--- config.mk ---
export PLATFORM = sky130hd
export DESIGN_NAME = pwm_ramp_ctrl_flat
export DESIGN_NICKNAME = d
export VERILOG_FILES = /design/src/rtl/pwm_ramp_if.sv /design/src/rtl/pwm_ramp_ctrl.sv /design/src/flat_wrapper.sv
export SDC_FILE = /design/constraint.sdc
export NUM_CORES = 1
export LEC_CHECK = 0
export CAP_MARGIN = 20
export CORE_ASPECT_RATIO = 1.75
export CORE_UTILIZATION = 51
export CTS_CLUSTER_SIZE = 25
export DETAILED_ROUTE_END_ITERATION = 10
export PLACE_DENSITY = 0.7
export SLEW_MARGIN = 20
export SYNTH_ARGS = -nofsm -noshare
export SYNTH_HDL_FRONTEND = slang
export SYNTH_SLANG_ARGS = --single-unit
--- constraint.sdc ---
create_clock -name clk -period 7.8 [get_ports clk]
set_clock_uncertainty 0.1 [all_clocks]
set_input_delay 2.34 -clock clk [delete_from_list [all_inputs] [get_ports clk]]
set_output_delay 2.34 -clock clk [all_outputs]
set_load 0.01 [all_outputs]
--- src/rtl/pwm_ramp_if.sv ---
// Command/status bundle between a ramp master and the pwm_ramp_ctrl duty ramp engine.
// The master modport offers ramp commands and an abort, and observes the duty value and status.
interface pwm_ramp_if #(
  parameter int DUTY_W  = 8,
  parameter int PRESC_W = 8
);
  logic               cfg_valid;
  logic               cfg_ready;
  logic [DUTY_W-1:0]  cfg_target;
  logic [3:0]         cfg_step;
  logic [PRESC_W-1:0] cfg_prescale;
  logic               abort;
  logic [DUTY_W-1:0]  duty_out;
  logic               busy;
  logic               done;

  modport master (
    output cfg_valid, cfg_target, cfg_step, cfg_prescale, abort,
    input  cfg_ready, duty_out, busy, done
  );

  modport slave (
    input  cfg_valid, cfg_target, cfg_step, cfg_prescale, abort,
    output cfg_ready, duty_out, busy, done
  );
endinterface

--- src/rtl/pwm_ramp_ctrl.sv ---
// Ramps a registered PWM duty value toward a commanded target in fixed-size steps,
// one step every (prescale+1) clocks, with abort and a one-cycle completion pulse.
module pwm_ramp_ctrl #(
  parameter int DUTY_W  = 8,
  parameter int PRESC_W = 8
) (
  input  logic     clk,
  input  logic     rst,
  pwm_ramp_if.slave bus
);
  typedef enum logic [1:0] {IDLE, RAMP, DONE} state_t;

  state_t             state_q, state_d;
  logic [DUTY_W-1:0]  duty_q, duty_d;
  logic [PRESC_W-1:0] cnt_q, cnt_d;
  logic [DUTY_W-1:0]  target_q, target_d;
  logic [3:0]         step_q, step_d;
  logic [PRESC_W-1:0] presc_q, presc_d;

  logic [DUTY_W:0]    step_w;
  logic [DUTY_W:0]    up_sum;
  logic [DUTY_W:0]    dn_diff;
  logic [DUTY_W-1:0]  next_duty;

  // Step arithmetic is one bit wider so overshoot and underflow are visible before clamping.
  always_comb begin
    step_w    = {{(DUTY_W-3){1'b0}}, step_q};
    up_sum    = {1'b0, duty_q} + step_w;
    dn_diff   = {1'b0, duty_q} - step_w;
    next_duty = target_q;
    if (step_q != 4'd0) begin
      if (target_q > duty_q) begin
        next_duty = (up_sum >= {1'b0, target_q}) ? target_q : up_sum[DUTY_W-1:0];
      end else begin
        next_duty = (dn_diff[DUTY_W] || dn_diff <= {1'b0, target_q}) ? target_q
                                                                      : dn_diff[DUTY_W-1:0];
      end
    end
  end

  always_comb begin
    state_d  = state_q;
    duty_d   = duty_q;
    cnt_d    = cnt_q;
    target_d = target_q;
    step_d   = step_q;
    presc_d  = presc_q;
    case (state_q)
      IDLE: begin
        if (bus.cfg_valid && !bus.abort) begin
          target_d = bus.cfg_target;
          step_d   = bus.cfg_step;
          presc_d  = bus.cfg_prescale;
          cnt_d    = bus.cfg_prescale;
          state_d  = (bus.cfg_target == duty_q) ? DONE : RAMP;
        end
      end
      RAMP: begin
        if (bus.abort) begin
          state_d = IDLE;
        end else if (cnt_q != '0) begin
          cnt_d = cnt_q - 1'b1;
        end else begin
          duty_d = next_duty;
          cnt_d  = presc_q;
          if (next_duty == target_q) begin
            state_d = DONE;
          end
        end
      end
      DONE: begin
        state_d = IDLE;
      end
      default: begin
        state_d = IDLE;
      end
    endcase
  end

  always_ff @(posedge clk) begin
    if (rst) begin
      state_q  <= IDLE;
      duty_q   <= '0;
      cnt_q    <= '0;
      target_q <= '0;
      step_q   <= '0;
      presc_q  <= '0;
    end else begin
      state_q  <= state_d;
      duty_q   <= duty_d;
      cnt_q    <= cnt_d;
      target_q <= target_d;
      step_q   <= step_d;
      presc_q  <= presc_d;
    end
  end

  // Status outputs decode directly from the state register.
  assign bus.cfg_ready = (state_q == IDLE);
  assign bus.busy      = (state_q != IDLE);
  assign bus.done      = (state_q == DONE);
  assign bus.duty_out  = duty_q;
endmodule

--- src/flat_wrapper.sv ---
// flat-port wrapper written by rule: the top's interface ports become plain ports
module pwm_ramp_ctrl_flat 
#(
  parameter int DUTY_W  = 8,
  parameter int PRESC_W = 8
)
  (clk, rst, bus_cfg_valid, bus_cfg_target, bus_cfg_step, bus_cfg_prescale, bus_abort, bus_cfg_ready, bus_duty_out, bus_busy, bus_done);
  pwm_ramp_if #(.DUTY_W(DUTY_W), .PRESC_W(PRESC_W)) bus_i ();
  input  logic clk;
  input  logic rst;
  input wire logic [$bits(bus_i.cfg_valid)-1:0] bus_cfg_valid;
  input wire logic [$bits(bus_i.cfg_target)-1:0] bus_cfg_target;
  input wire logic [$bits(bus_i.cfg_step)-1:0] bus_cfg_step;
  input wire logic [$bits(bus_i.cfg_prescale)-1:0] bus_cfg_prescale;
  input wire logic [$bits(bus_i.abort)-1:0] bus_abort;
  output wire logic [$bits(bus_i.cfg_ready)-1:0] bus_cfg_ready;
  output wire logic [$bits(bus_i.duty_out)-1:0] bus_duty_out;
  output wire logic [$bits(bus_i.busy)-1:0] bus_busy;
  output wire logic [$bits(bus_i.done)-1:0] bus_done;
  assign bus_i.cfg_valid = bus_cfg_valid;
  assign bus_i.cfg_target = bus_cfg_target;
  assign bus_i.cfg_step = bus_cfg_step;
  assign bus_i.cfg_prescale = bus_cfg_prescale;
  assign bus_i.abort = bus_abort;
  assign bus_cfg_ready = bus_i.cfg_ready;
  assign bus_duty_out = bus_i.duty_out;
  assign bus_busy = bus_i.busy;
  assign bus_done = bus_i.done;
  pwm_ramp_ctrl #(.DUTY_W(DUTY_W), .PRESC_W(PRESC_W)) u_core (.clk(clk), .rst(rst), .bus(bus_i));
endmodule
==> impl_metrics.yaml, run 1 <==
timing:
  fin_crit_ns: 4.64
  max_slew_margin_pct: 33.3
  rsz0062_at_grt: "false"
  finalCritPeriodShare_pct: 59.4
  hold_viol: 0
  clock.fmax_mhz: 216
  fin_tns_setup_ns: 0
  drv_slew: 0
  setup_viol: 0
  setup_slack_ns: 3.16
  worst_slew_pin_slew_ns: 0.993
cells_and_area:
  diodes: 0
  final_nets: 507
  drive_gt1_share_pct: 5.82
  syn2layout_area_growth_pct: 12.4
  n_fill_cell: 604
  finalInstanceArea_sq_mm: 0.00373
worst_setup_path:
  crit_fanout: 22
  path_class: "in2reg"
  start_kind: "input pin"
  r2r_start: "u_core.step_q[3]"
  end_kind: "register"
  cp_data_arrival_time_ns: 4.74
  crit_start: "bus_abort"
  required_ns: 7.90
power_and_ir_drop:
  p_leak_nw: 1.39
  powerDensity_mw_per_mm2: 164
  ir_drop_mv: 0.160
global_routing:
  grt_first_pass_wirelength_um: 15200
  track_usage_pct: 28.9
  antenna_found_initial: 0
  grt_max_degree: 39
  grt_overflow_total: 0
  grt_pass1_vias: 3200
drt:
  ant_nets: 0
  finalWirelength_um: 9210
  met1_length_um: 3430
  drcViolationCount: 0
  wl_met2_um: 4970
  vias_per_cell: 6.04
  wl_per_cell_um: 17.5
  via_count: 3183
  top_layer_used: "met4"
  met3_wirelength_um: 202
  firstDrtPassIters: 4
  drtIter0Drc: 185
floorplan:
  rows: 38
  die_w_um: 63.0
  core_sq_mm: 0.00623
  die_h_um: 109
  io-pin-count: 35
  start_util_pct: 53.3
  die-area_sq_mm: 0.00685
synthesis:
  async_reset_ff_share_pct: 0
  yosysUniqueCellTypes: 66
  netlist_instances: 426
  synth_xor_area_share_pct: 7.81
  netlist.area_leader.share_pct: 22.9
  yosysSeqAreaShare_pct: 22.9
  yosys.area_share.simple_pct: 19.3
  synth_edf_count: 0
  synth_common_cells: "nand2_1, a21oi_1, dfxtp_1"
  ys_ff_latch: 38
  yosys.area_share.adder_pct: 14.0
  synth-compound-area-share_pct: 27.5
  synth_top_family_by_area: "compound AO/OA/AOI/OAI gates"
  syn_area_sq_mm: 0.00332
  yosysMostFrequentCell: "nand2_1"
  synth.area.top_cells: "dfxtp_1, ha_1, nand2_1"
  ys.flop_type: "dfxtp_1"
  synth_top_area_cell: "dfxtp_1"
  synth.area.mux_share_pct: 0.679
  syn_nets: 486
  syn_area_per_cell_sq_um: 7.79
  yosysWarnings: 0
cts:
  clock_latency_ns: 0.29
  post-cts-setup-buffers: 0
  cts_tree: "done"
  clockBufferDepth: 2
  postCtsHoldBufs: 0
  cts_inserted_buffers: 5
  cts_root_buf: "clkbuf_8"
  postCtsResizedCells: 0
  clkSlewWorstSetupHoldPaths_ns: 0.07
  clock_sinks: 38
  ctsHtreeMaxLevel: 2
placed_design:
  dpl.hpwl_um: 7360
  gp_congestion: 0.972
  io_buffers: 34
  place_area_sq_mm: 0.00365
  pre_cts_slack_ns: 2.86
worst_hold_path:
  min_from: "u_core.presc_q[4]"
  hold_path.class: "reg2reg"
flow_run:
  drv_cap: 0
run_status:
  status: "completed"
kinds of logic (layout without fill, tap and decap cells):
family | after synthesis | in the layout
adders and majority gates | 36 | 36
and+or+nand+nor | 136 | 136
DFF | 38 | 38
muxes | 2 | 2
AOI/OAI and AO/OA | 130 | 130
buffers and inverters | 56 | 77
xor gates and xnor gates | 28 | 28
cell type report:
type | count | area [sq um] | share of cell area, %
inverters | 33 | 124 | 3.32
flip-flops and latches | 38 | 761 | 20.4
multi-input cells | 332 | 2310 | 61.8
well taps | 80 | 100 | 2.68
clock buffers | 7 | 76.3 | 2.05
repair buffers | 37 | 363 | 9.73
metal layers:
metal	vias up	global-route usage, %
li1	1580	-
met2	82	53.8
met4	0	22.3
met3	41	2.62
met1	1480	29.0
met5	-	0
cells in the final DEF, fill, tap and decap left out, types with 4 or more instances in the layout:
cell type         n
nand2_1          57
nand2b_1          6
nor3_1            6
o21ai_0          11
a211oi_1         21
a21o_1            4
ha_1             34
xnor2_1          21
clkdlybuf4s50_1  34
inv_1            33
a22oi_1           5
nand4_1           7
xor2_1            6
nor2_1           36
o221ai_1          5
a21oi_1          42
o211ai_1          6
clkbuf_8          5
dfxtp_1          38
final timing paths:
check,endpoint,slack (ns),cells after the start
setup / recovery,u_core.cnt_q[2],3.16,5
hold / removal,u_core.presc_q[4],0.36,2
setup reg to reg,u_core.state_q[1],3.30,16
hold reg to reg,u_core.presc_q[4],0.36,2
registers in the layout, summed over array words and instances, names as in the netlist:
signal               cells
u_core.bus.duty_out      8
u_core.cnt_q             8
u_core.presc_q           8
u_core.target_q          8
u_core.step_q            4
u_core.state_q           2
where the power goes:
| part | switching [mW] | internal [mW] |
|---|---|---|
| clock | 0.0660 | 0.0616 |
| sequential | 0.0145 | 0.205 |
| combinational | 0.159 | 0.105 |
| total | 0.240 | 0.372 |
worst max-delay path: stages:
cell             delay [ns]
clkdlybuf4s50_1        0.51
nand3b_1               0.71
o21ai_1                0.84
nor2_1                 0.08
a211oi_1               0.25
through the flow:
step                util, %  hold WS (ns)  std cells  power (mW)
detailed placement     58.7         0.350        520       0.486
global route           59.9         0.379        527       0.654
finish                 59.9         0.358        527       0.612
CTS                    59.9         0.359        527       0.613
global placement       58.7         0.342        520       0.482
floorplan                 -         0.333        426       0.417
(Power assumes the default switching activity.)
==> run 2: changes to the inputs <==
==> constraint.sdc (replaced) <==
create_clock -name clk -period 4.7 [get_ports clk]
set_clock_uncertainty 0.1 [all_clocks]
set_input_delay 1.41 -clock clk [delete_from_list [all_inputs] [get_ports clk]]
set_output_delay 1.41 -clock clk [all_outputs]
set_load 0.01 [all_outputs]
==> impl_metrics.yaml, run 2 (same netlist as run 1, synthesis figures left out) <==
power_and_ir_drop:
  ir_drop_mv: 0.231
  p_leak_nw: 1.43
  powerDensity_mw_per_mm2: 277
worst_setup_path:
  endpoint: "u_core.state_q[0]"
  r2r_setup_slack_ns: 0.33
  crit_start: "u_core.bus.duty_out[0]"
  r2r_start: "u_core.bus.duty_out[0]"
  required_ns: 4.79
  end_kind: "register"
  crit_fanout: 9
  r2r-end: "u_core.state_q[0]"
  cp_data_arrival_time_ns: 4.46
  rr_worst_depth: 16
  start_kind: "register"
  path_class: "reg2reg"
drt:
  vias_per_cell: 6.05
  finalWirelength_um: 10300
  drtIter0Drc: 216
  firstDrtPassIters: 5
  ant_nets: 0
  drcViolationCount: 0
  via_count: 3235
  wl_per_cell_um: 19.3
timing:
  whs_ns: 0.358
  finalCritPeriodShare_pct: 92.9
  fin_tns_setup_ns: 0
  rsz0062_at_grt: "false"
  hold_viol: 0
  drv_slew: 0
  worst_slew_pin_slew_ns: 0.893
  clock.fmax_mhz: 229
  max_slew_margin_pct: 40.0
  setup_viol: 0
  fin_crit_ns: 4.37
placed_design:
  io_buffers: 34
  gp_congestion: 0.970
  dpl.hpwl_um: 8220
  dp.cells: 528
cells_and_area:
  seq_area_sq_um: 761
  n_fill_cell: 589
  diodes: 0
  multiInputGateArea_sq_mm: 0.00232
  final_cell_mix: "nand2_1, a21oi_1, dfxtp_1"
  final_nets: 515
  layoutNonFillerInstCount: 535
  drive_gt1_share_pct: 7.91
  syn2layout_area_growth_pct: 14.5
  layout_commonest_cell: "nand2_1"
global_routing:
  grt_first_pass_wirelength_um: 16500
  grt_overflow_total: 0
  grt_pass1_vias: 3308
  antenna_found_initial: 0
  track_usage_pct: 32.1
  grt_max_degree: 39
worst_hold_path:
  hold_path.class: "reg2reg"
cts:
  ctsHtreeMaxLevel: 2
  clock_sinks: 38
  clockBufferDepth: 2
  cts_root_buf: "clkbuf_8"
  postCtsHoldBufs: 0
  cts_inserted_buffers: 5
  clkSlewWorstSetupHoldPaths_ns: 0.07
  post-cts-setup-buffers: 0
  cts_tree: "done"
  clock_latency_ns: 0.30
floorplan:
  rows: 38
  die-area_sq_mm: 0.00685
  die_w_um: 63.0
  core_sq_mm: 0.00623
  start_util_pct: 53.3
  io-pin-count: 35
  die_h_um: 109
flow_run:
  drv_cap: 0
run_status:
  status: "completed"
## run 2: changes by cell type in the layout (fill, tap and decap cells not counted), sizes merged
cell and delta:
buf +8
## run 2: routing by layer
| layer | share of wire, % | global-route usage (%) | vias to the layer above |
|---|---|---|---|
| met5 | 0 | 0 | - |
| met4 | 5.6 | 20.4 | 0 |
| met3 | 2.7 | 4.60 | 39 |
| met2 | 56 | 63.4 | 97 |
| met1 | 35 | 29.9 | 1508 |
| li1 | - | - | 1591 |
## run 2: critical path, stage by stage (launching register included)
cell and delay, ns:
dfxtp_1 0.39, inv_1 0.09, ha_1 0.16, inv_1 0.05
fa_1 0.41, a21o_2 0.26, a31o_2 0.26, or2_2 0.31
ha_1 0.36, a22oi_1 0.19, o211ai_1 0.12, a31oi_2 0.26
or2_1 0.35, nor4_2 0.09, a311oi_2 0.27, nand4_1 0.17
o41a_1 0.41
## run 2: how the worst min path moves through the flow
stage	startpoint	end	slack, ns	cells past startpoint
after global placement	u_core.presc_q[5]	u_core.presc_q[5]	0.34	2
final	u_core.presc_q[3]	u_core.presc_q[3]	0.36	2
after CTS	u_core.presc_q[3]	u_core.presc_q[3]	0.36	2
after global routing	u_core.presc_q[3]	u_core.presc_q[3]	0.37	2
after floorplan	u_core.presc_q[7]	u_core.presc_q[7]	0.33	2
after detailed placement	u_core.presc_q[3]	u_core.presc_q[3]	0.35	2
## run 2: metrics by stage
| stage | power [mW] | setup WS, ns | instance area [sq um] | util (%) |
|---|---|---|---|---|
| floorplan | 0.692 | 0.824 | 3320 | - |
| global placement | 0.840 | 0.200 | 3710 | 59.6 |
| detailed placement | 0.836 | 0.224 | 3710 | 59.6 |
| CTS | 1.05 | 0.194 | 3790 | 60.8 |
| global route | 1.12 | 0.0664 | 3800 | 61.0 |
| finish | 1.05 | 0.335 | 3800 | 61.0 |
## run 2: cell type report
| cell class | instances | share of cell area, % |
|---|---|---|
| Inverter | 33 | 3.26 |
| Multi-Input combinational cell | 332 | 60.9 |
| Tap cell | 80 | 2.63 |
| Sequential cell | 38 | 20.0 |
| Timing Repair Buffer | 45 | 11.1 |
| Clock buffer | 7 | 2.01 |
## run 2: power breakdown
group,internal (mW),switching (mW),total (mW)
Combinational,0.190,0.283,0.473
Clock,0.102,0.113,0.216
Sequential,0.340,0.0243,0.365
## run 2: what timing repair did
item | CTS | global route
resized for setup | 0 | 1
setup endpoints to repair | 0 | 1
endpoints found under the hold margin | 0 | 0
==> run 3: changes to the inputs <==
==> constraint.sdc (replaced) <==
create_clock -name clk -period 4.7 [get_ports clk]
set_clock_uncertainty 0.1 [all_clocks]
set_input_delay 1.41 -clock clk [delete_from_list [all_inputs] [get_ports clk]]
set_output_delay 1.41 -clock clk [all_outputs]
set_load 0.02 [all_outputs]
==> results of run 3 <==
The final DEF is identical to that of run 2. Status: completed.
Among the figures that moved: total power 1.05 mW -> 1.06 mW
